===== config.mk =====
export PLATFORM = sky130hd
export DESIGN_NAME = dvp_capture_ctrl
export DESIGN_NICKNAME = d
export VERILOG_FILES = /design/src/rtl/dvp_capture_ctrl_pkg.sv /design/src/rtl/dvp_capture_ctrl_pix_raster_cnt.sv /design/src/rtl/dvp_capture_ctrl.sv
export SDC_FILE = /design/constraint.sdc
export NUM_CORES = 1
export LEC_CHECK = 0
export ABC_CLOCK_PERIOD_IN_PS = 9200
export CORE_MARGIN = 2
export CORE_UTILIZATION = 55
export CTS_BUF_LIST = sky130_fd_sc_hd__clkbuf_4
export DETAILED_ROUTE_END_ITERATION = 7
export PLACE_DENSITY_LB_ADDON = 0.08
export SYNTH_ARGS = -nofsm -noshare
export SYNTH_HDL_FRONTEND = slang
export SYNTH_HIERARCHICAL = 1
export SYNTH_SLANG_ARGS = --single-unit

===== constraint.sdc =====
create_clock -name pclk -period 9.2 [get_ports pclk]
set_clock_uncertainty 0.15 [all_clocks]
set_input_delay 1.84 -clock pclk [delete_from_list [all_inputs] [get_ports pclk]]
set_output_delay 1.84 -clock pclk [all_outputs]
set_load 0.1 [all_outputs]

===== src/rtl/dvp_capture_ctrl_pkg.sv =====
// dvp_capture_ctrl_pkg: shared capture state, mode and status types for the DVP capture controller.
package dvp_capture_ctrl_pkg;
  typedef enum logic [1:0] {IDLE, ARM, CAPTURE} cap_state_t;
  typedef enum logic {SINGLE, CONT} cap_mode_t;
  localparam int STAT_FCNT_W = 16;
  typedef struct packed {
    logic                   busy;
    logic                   err_short;
    logic                   err_long;
    logic                   overflow;
    logic [STAT_FCNT_W-1:0] frame_cnt;
  } cap_status_t;
endpackage


===== src/rtl/dvp_capture_ctrl_pix_raster_cnt.sv =====
// pix_raster_cnt: horizontal/vertical pixel position within a frame, with first/eol/last decodes.
module pix_raster_cnt #(
  parameter int WIDTH = 1280,
  parameter int HEIGHT = 720,
  localparam int HW = WIDTH > 1 ? $clog2(WIDTH) : 1,
  localparam int VW = HEIGHT > 1 ? $clog2(HEIGHT) : 1
) (
  input  logic          pclk,
  input  logic          rst_n,
  input  logic          clr,
  input  logic          adv,
  output logic [HW-1:0] hcnt,
  output logic [VW-1:0] vcnt,
  output logic          first,
  output logic          eol,
  output logic          last
);
  assign first = (hcnt == '0) & (vcnt == '0);
  assign eol   = hcnt == HW'(WIDTH - 1);
  assign last  = eol & (vcnt == VW'(HEIGHT - 1));
  always_ff @(posedge pclk or negedge rst_n) begin
    if (!rst_n) begin
      hcnt <= '0;
      vcnt <= '0;
    end else if (clr) begin
      hcnt <= '0;
      vcnt <= '0;
    end else if (adv) begin
      hcnt <= eol ? '0 : hcnt + 1'b1;
      if (eol) vcnt <= last ? '0 : vcnt + 1'b1;
    end
  end
endmodule


===== src/rtl/dvp_capture_ctrl.sv =====
// dvp_capture_ctrl: frame-aligned capture gate for the DVP pixel stream with SOF/EOL/EOF framing,
// frame counting and sticky short/long/overflow error flags.
module dvp_capture_ctrl
  import dvp_capture_ctrl_pkg::*;
#(
  parameter int WIDTH = 1280,
  parameter int HEIGHT = 720,
  parameter int DATA_W = 24,
  parameter int FCNT_W = 16
) (
  input  logic              pclk,
  input  logic              rst_n,
  input  logic              cmd_start,
  input  logic              cmd_cont,
  input  logic              cmd_stop,
  input  logic              clr_err,
  input  logic              vsync,
  input  logic              in_valid,
  input  logic [DATA_W-1:0] in_data,
  input  logic              ds_ready,
  output logic              out_valid,
  output logic [DATA_W-1:0] out_data,
  output logic              out_sof,
  output logic              out_eol,
  output logic              out_eof,
  output logic              busy,
  output logic              frame_done,
  output logic [FCNT_W-1:0] frame_cnt,
  output logic              err_short,
  output logic              err_long,
  output logic              overflow
);
  localparam int HW = WIDTH > 1 ? $clog2(WIDTH) : 1;
  localparam int VW = HEIGHT > 1 ? $clog2(HEIGHT) : 1;
  cap_state_t state, state_n;
  cap_mode_t mode;
  logic vsync_d, stop_pending, post_eof;
  logic first, eol, r_last;
  logic [HW-1:0] hcnt;
  logic [VW-1:0] vcnt;
  logic cap, pix, last, vs_rise, clr_cnt, unused;
  assign vs_rise = vsync & ~vsync_d;
  assign cap     = state == CAPTURE;
  assign pix     = cap & in_valid;
  assign last    = pix & r_last;
  // a vsync that lands before the last pixel restarts the raster for the new frame
  assign clr_cnt = vs_rise & ((state == ARM) | (cap & ~last));
  assign busy    = state != IDLE;
  assign unused  = ^{hcnt, vcnt};
  pix_raster_cnt #(.WIDTH(WIDTH), .HEIGHT(HEIGHT)) u_raster (
    .pclk (pclk),
    .rst_n(rst_n),
    .clr  (clr_cnt),
    .adv  (pix),
    .hcnt (hcnt),
    .vcnt (vcnt),
    .first(first),
    .eol  (eol),
    .last (r_last)
  );
  always_comb begin
    state_n = state;
    case (state)
      IDLE:    if (cmd_start & ~cmd_stop) state_n = ARM;
      ARM:     state_n = cmd_stop ? IDLE : vs_rise ? CAPTURE : ARM;
      CAPTURE: if (last) state_n = (mode == SINGLE | stop_pending | cmd_stop) ? IDLE : ARM;
      default: state_n = IDLE;
    endcase
  end
  always_ff @(posedge pclk or negedge rst_n) begin
    if (!rst_n) state <= IDLE;
    else state <= state_n;
  end
  always_ff @(posedge pclk or negedge rst_n) begin
    if (!rst_n) begin
      vsync_d      <= 1'b0;
      mode         <= SINGLE;
      stop_pending <= 1'b0;
      post_eof     <= 1'b0;
      out_valid    <= 1'b0;
      out_data     <= '0;
      out_sof      <= 1'b0;
      out_eol      <= 1'b0;
      out_eof      <= 1'b0;
      frame_done   <= 1'b0;
      frame_cnt    <= '0;
      err_short    <= 1'b0;
      err_long     <= 1'b0;
      overflow     <= 1'b0;
    end else begin
      vsync_d <= vsync;
      if (state == IDLE & cmd_start & ~cmd_stop) mode <= cmd_cont ? CONT : SINGLE;
      stop_pending <= (state_n == IDLE) ? 1'b0 : stop_pending | (cap & cmd_stop);
      post_eof     <= (state_n == IDLE | vs_rise) ? 1'b0 : post_eof | last;
      out_valid    <= pix & ds_ready;
      if (in_valid) out_data <= in_data;
      out_sof      <= pix & ds_ready & first;
      out_eol      <= pix & ds_ready & eol;
      out_eof      <= last & ds_ready;
      // a dropped EOF pixel still closes the frame
      frame_done   <= last;
      frame_cnt    <= frame_cnt + FCNT_W'(last);
      err_short    <= (cap & vs_rise & ~last) | (err_short & ~clr_err);
      err_long     <= (state == ARM & in_valid & post_eof) | (err_long & ~clr_err);
      overflow     <= (pix & ~ds_ready) | (overflow & ~clr_err);
    end
  end
endmodule

==> flow_summary.ini <==
[status]
outcome = complete, no violations

[sta]
setup_repair_after_global_routing_missed_its_margin = no
worst_hold_slack_ps = 336
slew_headroom_pct = 33.0
clock.fmax_mhz = 242
slew_worst_pin_ps = 1000
final-max-slew-violation-count = 0
report.final.hold_viol_count = 0
totalNegativeSetupSlack_ps = 0
fin_crit_sh_pct = 44.9
period_needed_ps = 4130
setup_viol = 0

[flow_run]
cap_viol_max_count = 0

[logic_synthesis]
synth-warning-count = 6
synth-seq-area-share_pct = 54.9
synth_cell_types = 52
async_reset_ff_share_pct = 100
synth.top_cells.by_area = sky130_fd_sc_hd__dfrtp_1, sky130_fd_sc_hd__mux2_2, sky130_fd_sc_hd__xor2_1
mapped_nets = 340
register_bit_total_from_synthesis = 75
yosys-top-cells-count = sky130_fd_sc_hd__dfrtp_1, sky130_fd_sc_hd__mux2_2, sky130_fd_sc_hd__nand2_1
number_of_flops_mapped_to_enable_cells_by_yosys = 0
synth.avg_cell_area_um2 = 11.4
share_of_the_synthesized_area_in_the_top_cell_type_pct = 54.9
synthMostInstantiatedCell = sky130_fd_sc_hd__dfrtp_1
yosys.area.top_type = sky130_fd_sc_hd__dfrtp_1
netlist_instances = 301
synth_flop_cell = sky130_fd_sc_hd__dfrtp_1
netlist_area_um2 = 3420

[power_and_ir_drop]
vdd.ir_drop.worst_mv = 0.128
power.density_cell_area_nw_per_um2 = 172
power.static_leakage_nw = 1.93

[clocking]
clock-sinks = 75
post_cts_resize_count = 0
cts_tree = built
clock-root-buffer = sky130_fd_sc_hd__clkbuf_4
ctsHoldBuffers = 0
clk-insertion-delay-late_ps = 420
clk_pin_slew_worst_paths_ps = 120
cts_buffer_depth = 2
postCtsSetupRepairBufs = 0
tritoncts.num_buffers = 9
htreeDepth = 3

[setup_path]
timing.reg2reg.setup_slack_ps = 5970
crit_start = state[0]
r2r-start = u_raster/vcnt[0]
worst_ep_required_time_ps = 7210
worstReg2RegEnd = frame_cnt[13]
critical_path_class = reg -> out
critical_path.max_fanout = 6
worst_ep_arrival_time_ps = 2140
endpoint_kind = output pin
r2r.worst_path.cells = 9
setup.worst_path.start_class = flip-flop

[min_path]
holdCritStartpoint = frame_cnt[15]
worstHoldPathType = reg -> reg
whs_endpoint = frame_cnt[15]
holdPathStages = 1

[finish]
area_delta_synth_final_pct = 29.4
drive_gt1_share_pct = 12.8
finish.cell_count_without_fillers = 465
final_net_count = 425
antenna_cells = 0

[detailed_routing]
drt-initial-drc-count = 202
detailedRoute.firstPassIterationCount = 5
routed-via-count = 2604
drc = 0
routed_wire_length_per_instance_um = 15.4
route.final.wire_length_mm = 7.16
detail_route.vias_per_cell = 5.60
ant_nets = 0

[placed_design]
port_buffers = 81
dp.final_hpwl_mm = 5.23
dp_cells = 450
gp_congestion = 0.853

[global_routing]
globalRoute.totalOverflow = 0
vias_in_the_first_global_route = 2481
largest_net_degree_at_the_start_of_global_routing = 76
grt_use_total_pct = 22.0
antenna_found_initial = 0
grt_pass1_wl_mm = 12.1

[floorplan]
die_height_um = 82.8
core_um2 = 5960
design.portCount = 82
start_util_pct = 57.4
die_area_um2 = 6860
die_width_um = 82.8
row_count = 28
## placed cells by master (no fill, tap or decap), types with 4 or more instances in the layout
cell type                         instances
sky130_fd_sc_hd__o22ai_1                  4
sky130_fd_sc_hd__nor3_1                   5
sky130_fd_sc_hd__a31oi_1                  5
sky130_fd_sc_hd__nor2_1                  16
sky130_fd_sc_hd__nor4_1                  10
sky130_fd_sc_hd__xor2_1                  14
sky130_fd_sc_hd__nand2_1                 22
sky130_fd_sc_hd__and2_1                   5
sky130_fd_sc_hd__mux2_2                  25
sky130_fd_sc_hd__clkbuf_4                 9
sky130_fd_sc_hd__ha_1                     6
sky130_fd_sc_hd__o21ai_0                  6
sky130_fd_sc_hd__nand3_1                 15
sky130_fd_sc_hd__a21oi_1                  9
sky130_fd_sc_hd__inv_1                   17
sky130_fd_sc_hd__nand4_1                 11
sky130_fd_sc_hd__dfrtp_1                 75
sky130_fd_sc_hd__clkdlybuf4s50_1         80
sky130_fd_sc_hd__xnor2_1                 10
## state kept, by name (all words and copies together) (netlist names)
register / cells
out_data: 24
frame_cnt: 16
u_raster/hcnt: 11
u_raster/vcnt: 10
state: 2
err_long: 1
err_short: 1
frame_done: 1
mode: 1
out_eof: 1
out_eol: 1
out_sof: 1
out_valid: 1
overflow: 1
post_eof: 1
stop_pending: 1
vsync_d: 1
## layout make-up
class	instances	area, µm²
sequential	75	1880
clock buffer	9	67.6
clock inverter	6	81.3
timing repair buffer	84	828
tap	75	93.8
multi-input combinational	199	1410
inverter	17	63.8
fill	433	1530
## worst max-delay path, cell delays in order (launching register included)
cell	delay (ps)
sky130_fd_sc_hd__dfrtp_1	440
sky130_fd_sc_hd__or2_1	150
sky130_fd_sc_hd__clkdlybuf4s50_1	1140
## routing by layer
layer / part of all wire (%) / up-vias / global-route usage, %
li1: - / 1247 / -
met1: 44 / 1260 / 30.2
met2: 49 / 81 / 33.8
met3: 4.8 / 16 / 4.37
met4: 2.3 / 0 / 10.3
met5: 0 / - / 0
## per-stage QoR
step                total power, mW  area [µm²]  util, %  worst slack, ps
floorplan                     0.492        3420        -             5580
global placement              0.546        4280     71.8             5000
detailed placement            0.550        4280     71.8             4930
CTS                           0.766        4420     74.3             5050
global route                  0.795        4420     74.3             5010
finish                        0.760        4420     74.3             5070
## logic make-up after synthesis
kind of cell    count (synthesis)  synth area share (%)
simple gates                  111                  18.9
flops                          75                  54.9
compound gates                 33                  5.89
buf+inv                        27                  3.77
mux                            25                  8.24
xor+xnor                       24                  6.15
fa+ha+maj                       6                  2.20
## how the worst max path moves through the flow
stage	slack [ps]	depth (start not counted)	endpoint
floorplan	5580	9	u_raster/vcnt[5]
global placement	5000	10	u_raster/hcnt[9]
detailed placement	4930	8	u_raster/vcnt[5]
CTS	5050	2	busy
global route	5010	2	busy
finish	5070	2	busy
## where the power goes
| group | total, mW | switching, mW | internal (mW) | leakage, nW |
|---|---|---|---|---|
| Combinational | 0.182 | 0.127 | 0.0549 | 0.873 |
| Sequential | 0.361 | 0.0134 | 0.348 | 0.975 |
| Clock | 0.217 | 0.110 | 0.107 | 0.0792 |
Note: power is estimated with default switching activity, not from simulation.
